$ cat config.mk
export PLATFORM = sky130hd
export DESIGN_NAME = senior_bit_iterator
export DESIGN_NICKNAME = d
export VERILOG_FILES = /design/src/rtl/screening_pkg.sv /design/src/rtl/screening_by_senior.sv /design/src/rtl/senior_bit_iterator.sv
export SDC_FILE = /design/constraint.sdc
export NUM_CORES = 1
export LEC_CHECK = 0
export CELL_PAD_IN_SITES_DETAIL_PLACEMENT = 0
export CELL_PAD_IN_SITES_GLOBAL_PLACEMENT = 1
export CORE_MARGIN = 3
export CORE_UTILIZATION = 36
export CTS_BUF_LIST = sky130_fd_sc_hd__clkbuf_16
export DETAILED_ROUTE_END_ITERATION = 10
export PLACE_DENSITY = 0.81
export SLEW_MARGIN = 20
export SYNTH_ARGS = -nofsm -noshare
export SYNTH_HDL_FRONTEND = slang
export SYNTH_SLANG_ARGS = --single-unit
$ cat constraint.sdc
create_clock -name clk_i -period 5.25 [get_ports clk_i]
set_input_delay 1.05 -clock clk_i [delete_from_list [all_inputs] [get_ports clk_i]]
set_output_delay 1.05 -clock clk_i [all_outputs]
set_load 0.01 [all_outputs]
$ cat src/rtl/screening_pkg.sv
// Shared types and helpers for the senior-bit screening blocks.
package screening_pkg;

    typedef enum logic {IDLE, DRAIN} iter_state_t;

    localparam int unsigned MAX_WORD_WIDTH = 64;
    localparam int unsigned MAX_INDEX_WIDTH = $clog2(MAX_WORD_WIDTH);

    // Binary position of a one-hot word; returns 0 for an all-zero word.
    function automatic logic [MAX_INDEX_WIDTH-1:0] onehot_to_index(
        input logic [MAX_WORD_WIDTH-1:0] onehot
    );
        logic [MAX_INDEX_WIDTH-1:0] idx;
        idx = '0;
        for (int unsigned i = 0; i < MAX_WORD_WIDTH; i++) begin
            if (onehot[i]) begin
                idx = MAX_INDEX_WIDTH'(i);
            end
        end
        return idx;
    endfunction

endpackage

$ cat src/rtl/screening_by_senior.sv
// Combinational senior-bit screen: keeps only the most significant set bit of x_i
// unless a more senior stage already claimed it (c_i); c_o flags any claim.
module screening_by_senior #(
    parameter int WORD_WIDTH = 8
) (
    input  logic                  c_i,
    input  logic [WORD_WIDTH-1:0] x_i,
    output logic [WORD_WIDTH-1:0] y_o,
    output logic                  c_o
);

    logic found;

    always_comb begin
        y_o   = '0;
        found = c_i;
        for (int unsigned j = 0; j < WORD_WIDTH; j++) begin
            if (x_i[WORD_WIDTH-1-j] && !found) begin
                y_o[WORD_WIDTH-1-j] = 1'b1;
                found               = 1'b1;
            end
        end
    end

    assign c_o = c_i | (|x_i);

endmodule

$ cat src/rtl/senior_bit_iterator.sv
// Drains a loaded word into one beat per set bit, MSB first, under valid/ready.
// Optional binary index output enabled by defining SENIOR_ITER_INDEX_EN.
module senior_bit_iterator
    import screening_pkg::*;
#(
    parameter int WORD_WIDTH = 8
`ifdef SENIOR_ITER_INDEX_EN
    ,
    localparam int INDEX_WIDTH = $clog2(WORD_WIDTH)
`endif
) (
    input  logic                   clk_i,
    input  logic                   rst_i,
    input  logic                   load_valid_i,
    output logic                   load_ready_o,
    input  logic [WORD_WIDTH-1:0]  data_i,
    input  logic                   abort_i,
    output logic                   out_valid_o,
    input  logic                   out_ready_i,
    output logic [WORD_WIDTH-1:0]  onehot_o,
`ifdef SENIOR_ITER_INDEX_EN
    output logic [INDEX_WIDTH-1:0] index_o,
`endif
    output logic                   last_o
);

    iter_state_t           state_q, state_d;
    logic [WORD_WIDTH-1:0] remaining_q, remaining_d;
    logic [WORD_WIDTH-1:0] senior;
    logic                  is_last;
    logic                  draining;

    screening_by_senior #(
        .WORD_WIDTH(WORD_WIDTH)
    ) u_screen (
        .c_i(1'b0),
        .x_i(remaining_q),
        .y_o(senior),
        .c_o()
    );

    assign draining = (state_q == DRAIN);
    assign is_last  = ((remaining_q & ~senior) == '0);

    always_comb begin
        out_valid_o  = 1'b0;
        load_ready_o = 1'b0;
        onehot_o     = '0;
        last_o       = 1'b0;
        if (!rst_i) begin
            out_valid_o  = draining;
            load_ready_o = !draining || (out_ready_i && is_last);
            onehot_o     = senior;
            last_o       = draining && is_last;
        end
    end

`ifdef SENIOR_ITER_INDEX_EN
    always_comb begin
        index_o = '0;
        if (!rst_i) begin
            index_o = INDEX_WIDTH'(onehot_to_index(MAX_WORD_WIDTH'(senior)));
        end
    end
`endif

    // Abort wins over both the beat handshake and a same-cycle back-to-back load.
    always_comb begin
        state_d     = state_q;
        remaining_d = remaining_q;
        unique case (state_q)
            IDLE: begin
                if (load_valid_i) begin
                    remaining_d = data_i;
                    state_d     = DRAIN;
                end
            end
            DRAIN: begin
                if (abort_i) begin
                    remaining_d = '0;
                    state_d     = IDLE;
                end else if (out_ready_i) begin
                    remaining_d = remaining_q & ~senior;
                    if (is_last) begin
                        if (load_valid_i) begin
                            remaining_d = data_i;
                        end else begin
                            state_d = IDLE;
                        end
                    end
                end
            end
            default: begin
                remaining_d = '0;
                state_d     = IDLE;
            end
        endcase
    end

    always_ff @(posedge clk_i) begin
        if (rst_i) begin
            state_q     <= IDLE;
            remaining_q <= '0;
        end else begin
            state_q     <= state_d;
            remaining_q <= remaining_d;
        end
    end

endmodule

Word-level counts from Yosys, hierarchy flattened
Index checks and enable logic that the tools add are counted.
{"block": "word_totals", "register_bits": 9, "wordCells": 56}
{"block": "op_classes", "n_eq_ne": 2, "mux": 29, "bitwise_logic": 3, "n_reduce_logical": 20}
{"operator": "$mux W8", "count": 6}
{"operator": "$mux W1", "count": 21}
{"operator": "$pmux W8 S2", "count": 1}
{"operator": "$logic_and A1 B1 Y1", "count": 9}
{"operator": "$and A8 B8 Y8", "count": 1}
{"operator": "$logic_not A1 Y1", "count": 8}
{"operator": "$logic_not A8 Y1", "count": 1}
{"operator": "$not A8 Y8", "count": 1}
{"operator": "$ne A3 B3 Y1 const B", "count": 1}
{"operator": "$ne A2 B2 Y1 const B", "count": 1}
{"operator": "$pmux W1 S2", "count": 1}
{"operator": "$reduce_and A2 Y1", "count": 1}
{"operator": "$logic_or A1 B1 Y1", "count": 1}
{"operator": "$not A1 Y1", "count": 1}

Depth between registers and ports, before layout
{"block": "logic_depth", "ltp_word": 29, "depth_mapped": 6, "mapped_depth_nobuf": 5}

Hierarchy
From an unflattened synthesis, not the netlist that was laid out.
{"block": "unflattened", "hier_cells": 98, "hier_area_um2": 753.2}
{"module": "senior_bit_iterator", "n_inst": 1, "cells_each": 83, "area_per_inst_um2": 655.6, "seq_area_each_um2": 180.2}
{"module": "screening_by_senior", "n_inst": 1, "cells_each": 15, "area_per_inst_um2": 97.6, "seq_area_each_um2": 0.0}

Least setup slack after synthesis
OpenSTA, ideal clock, no wires.
{"block": "synth_path", "path_type": "input to output", "startpoint": "input port rst_i", "endpoint": "output port onehot_o[5]", "t_arrival_ns": 1.681, "required_ns": 4.200, "path_slack_ns": 2.519, "stages": 2, "path_cell_list": "clkbuf_1 nor4b_1"}
{"block": "synth_between", "elab_chain_len": 1}
{"item": "start: declaration", "line": "senior_bit_iterator.sv:13", "rtl": "input logic rst_i,"}
{"item": "$mux W8", "line": "senior_bit_iterator.sv:50", "rtl": "if (!rst_i) begin"}
{"item": "end: declaration", "line": "senior_bit_iterator.sv:20", "rtl": "output logic [WORD_WIDTH-1:0] onehot_o,"}
No other way between the ends.

Worst setup path after layout
{"block": "layout_path", "startpoint": "input port rst_i", "endpoint": "output port onehot_o[1]"}
The elaborated chain is that of the path after synthesis.

==> results_dict.tcl <==
set metrics [dict create \
    ys_async_sr_fraction_pct 0 \
    fmax_mhz 261 \
    slowest_delay_ns 0.65 \
    rsz0062_at_grt "false" \
    cp-end-kind "output port" \
    core_sq_mm 0.00225 \
    gp_congestion 0.830 \
    clk_pin_slew_ns 0.04 \
    cp.arrival_ns 2.79 \
    die-height_um 55.3 \
    grt_start_max_net_pins 14 \
    final_common_cell "clkdlybuf4s50_1" \
    wl_per_cell_um 16.1 \
    status "complete, no violations" \
    clock-sinks 9 \
    grt.total_usage_pct 17.4 \
    finalMaxSlewViolations 0 \
    drc 0 \
    cts_made_buffers 3 \
    place_inst 157 \
    synth_nets 130 \
    syn-cell-area_sq_um 875 \
    cts_setup_buffers 0 \
    critical_path_buf_inv_count 2 \
    critPathLaunchType "input port" \
    viasPerCell 6.24 \
    num_rows 17 \
    tns_ns 0 \
    yosys_warnings 0 \
    synth_cells 117 \
    die_area_sq_mm 0.00306 \
    relSlewSlack_pct 66.7 \
    holdBufCountCts 0 \
    drv_cap 0 \
    total_power_w 0.000353 \
    top_level_ports 24 \
    synth_seq_area_share_pct 20.6 \
    skew_ns 0.000948 \
    min_path_type "reg2reg" \
    antenna_found_initial 0 \
    tightestPinTransition_ns 0.498 \
    hold_ws_ns 0.654 \
    crit_family "buffers and inverters" \
    clkLatencyLatePin_ns 0.23 \
    finalHoldViolations 0 \
    critPathMaxFanout 13 \
    cts_max_level 1 \
    path_class "in2out" \
    routed_wl_mm 2.60 \
    num_antenna_cells 0 \
    layout_common_cells "23 x clkdlybuf4s50_1, 10 x o21ai_0, 9 x dfxtp_1" \
    synth-edff-count 0 \
    hpwlAfterDp_mm 1.83 \
    cp_slowest_cell "clkdlybuf4s50_1" \
    dpl_worst_slack_ns 1.41 \
    post_cts_resize_count 0 \
    cts.path.max_buffers 2 \
    ys_types 47 \
    layout.cells.non_filler 161 \
    setup_viol 0 \
    final_layout_size_suffix_gt1_share_pct 8.27 \
    grt_first_pass_wirelength_mm 4.37 \
    cellPowerDensity_mw_per_mm2 300 \
    synth-seq-cells 9 \
    via_count 1005 \
    grt_pass1_vias 934 \
    period_share_pct 73.1 \
    initial_core_util_pct 38.8 \
    worstPathRequired_ns 4.20 \
    drt_pre_antenna_iters 4 \
    port_buffers 23 \
    final_nets 147 \
    crit_chain "clkdlybuf4s50_1, nor3_1, and3b_1, clkdlybuf4s50_1" \
    syn2layout_area_growth_pct 34.3 \
    tritoncts "built" \
    worst_slack_ns 1.41 \
    ant_nets 0 \
    power_leakage_nw 0.427 \
    avgSynthCellArea_sq_um 7.48 \
    peakVddDrop_v 0.000181 \
    period_needed_ns 3.84 \
    crit_top_cell "clkdlybuf4s50_1" \
    synth_ff_type "dfxtp_1" \
    ctsRootBufferMaster "clkbuf_16" \
    overflow 0 \
    die_w_um 55.3 \
    dr.first_iter.drc_count 50 \
]
[worst register-to-register path, delay by kind of cell (launching register included)]
kind	cells	cell delay, ns
DFF	1	0.41
AOI/OAI and AO/OA	3	0.76
and+or+nand+nor	2	0.89
[registers in the layout, summed over array words and instances, names as in the netlist]
signal and flops:
remaining_q 8, draining 1
[metal layers]
layer | GRT usage, % | vias to the layer above | wire length [um]
li1 | - | 492 | -
met1 | 24.6 | 466 | 1210
met2 | 26.0 | 40 | 1160
met3 | 2.57 | 7 | 175
met4 | 7.64 | 0 | 55
met5 | 0 | - | 0
[per-stage QoR]
stage	instance area (sq um)	util [%]
floorplan	875	-
global placement	1100	48.6
detailed placement	1100	48.6
CTS	1170	52.1
global route	1170	52.1
finish	1170	52.1
[synthesized netlist by cell type, types with 2 or more instances]
master | count | area share (%)
o21ai_0 | 10 | 5.7
clkbuf_1 | 9 | 3.9
o2111ai_1 | 2 | 2.0
a21oi_1 | 8 | 4.6
a31oi_1 | 3 | 2.1
and3_1 | 2 | 1.4
buf_2 | 2 | 1.1
nor2_1 | 8 | 3.4
o21bai_1 | 2 | 1.7
or3_1 | 3 | 2.1
a41oi_1 | 2 | 2.0
nor3b_1 | 4 | 3.4
maj3_1 | 2 | 2.3
nor4b_1 | 2 | 2.0
dfxtp_1 | 9 | 21
a2111o_1 | 2 | 2.6
nor3_1 | 3 | 1.7
nand2_1 | 5 | 2.1
and2_1 | 3 | 2.1
nand3_1 | 4 | 2.3
inv_1 | 4 | 1.7
a211oi_1 | 2 | 1.7
o211ai_1 | 2 | 1.7
[power breakdown]
part	internal, W	total, W	switching (W)
sequential	0.0000762	0.0000973	0.0000211
clock	0.0000995	0.000133	0.0000333
combinational	0.0000608	0.000123	0.0000620
total	0.000237	0.000353	0.000116
[path summary, 6_finish.rpt]
check / start / endpoint / slack, ns / cells after the start
worst max-delay path: rst_i / onehot_o[1] / 1.41 / 4
worst min-delay path: remaining_q[2] / remaining_q[2] / 0.65 / 2
worst max register to register: remaining_q[4] / remaining_q[1] / 3.07 / 5
worst min register to register: remaining_q[2] / remaining_q[2] / 0.65 / 2
[logic make-up after synthesis]
logic type / after synthesis / synth area share (%)
fa+ha+maj: 2 / 2.29
simple gates: 45 / 30.9
compound gates: 46 / 39.5
buf+inv: 15 / 6.72
flops: 9 / 20.6
[final cells by class]
type | instances | area (sq um)
fillers | 227 | 1080
multi-input cells | 93 | 636
repair buffers | 23 | 230
flip-flops and latches | 9 | 180
clock buffers | 3 | 75.1
well taps | 28 | 35.0
inverters | 4 | 15.0
clock inverters | 1 | 3.75
No activity file was read; power rests on OpenSTA's default activity.
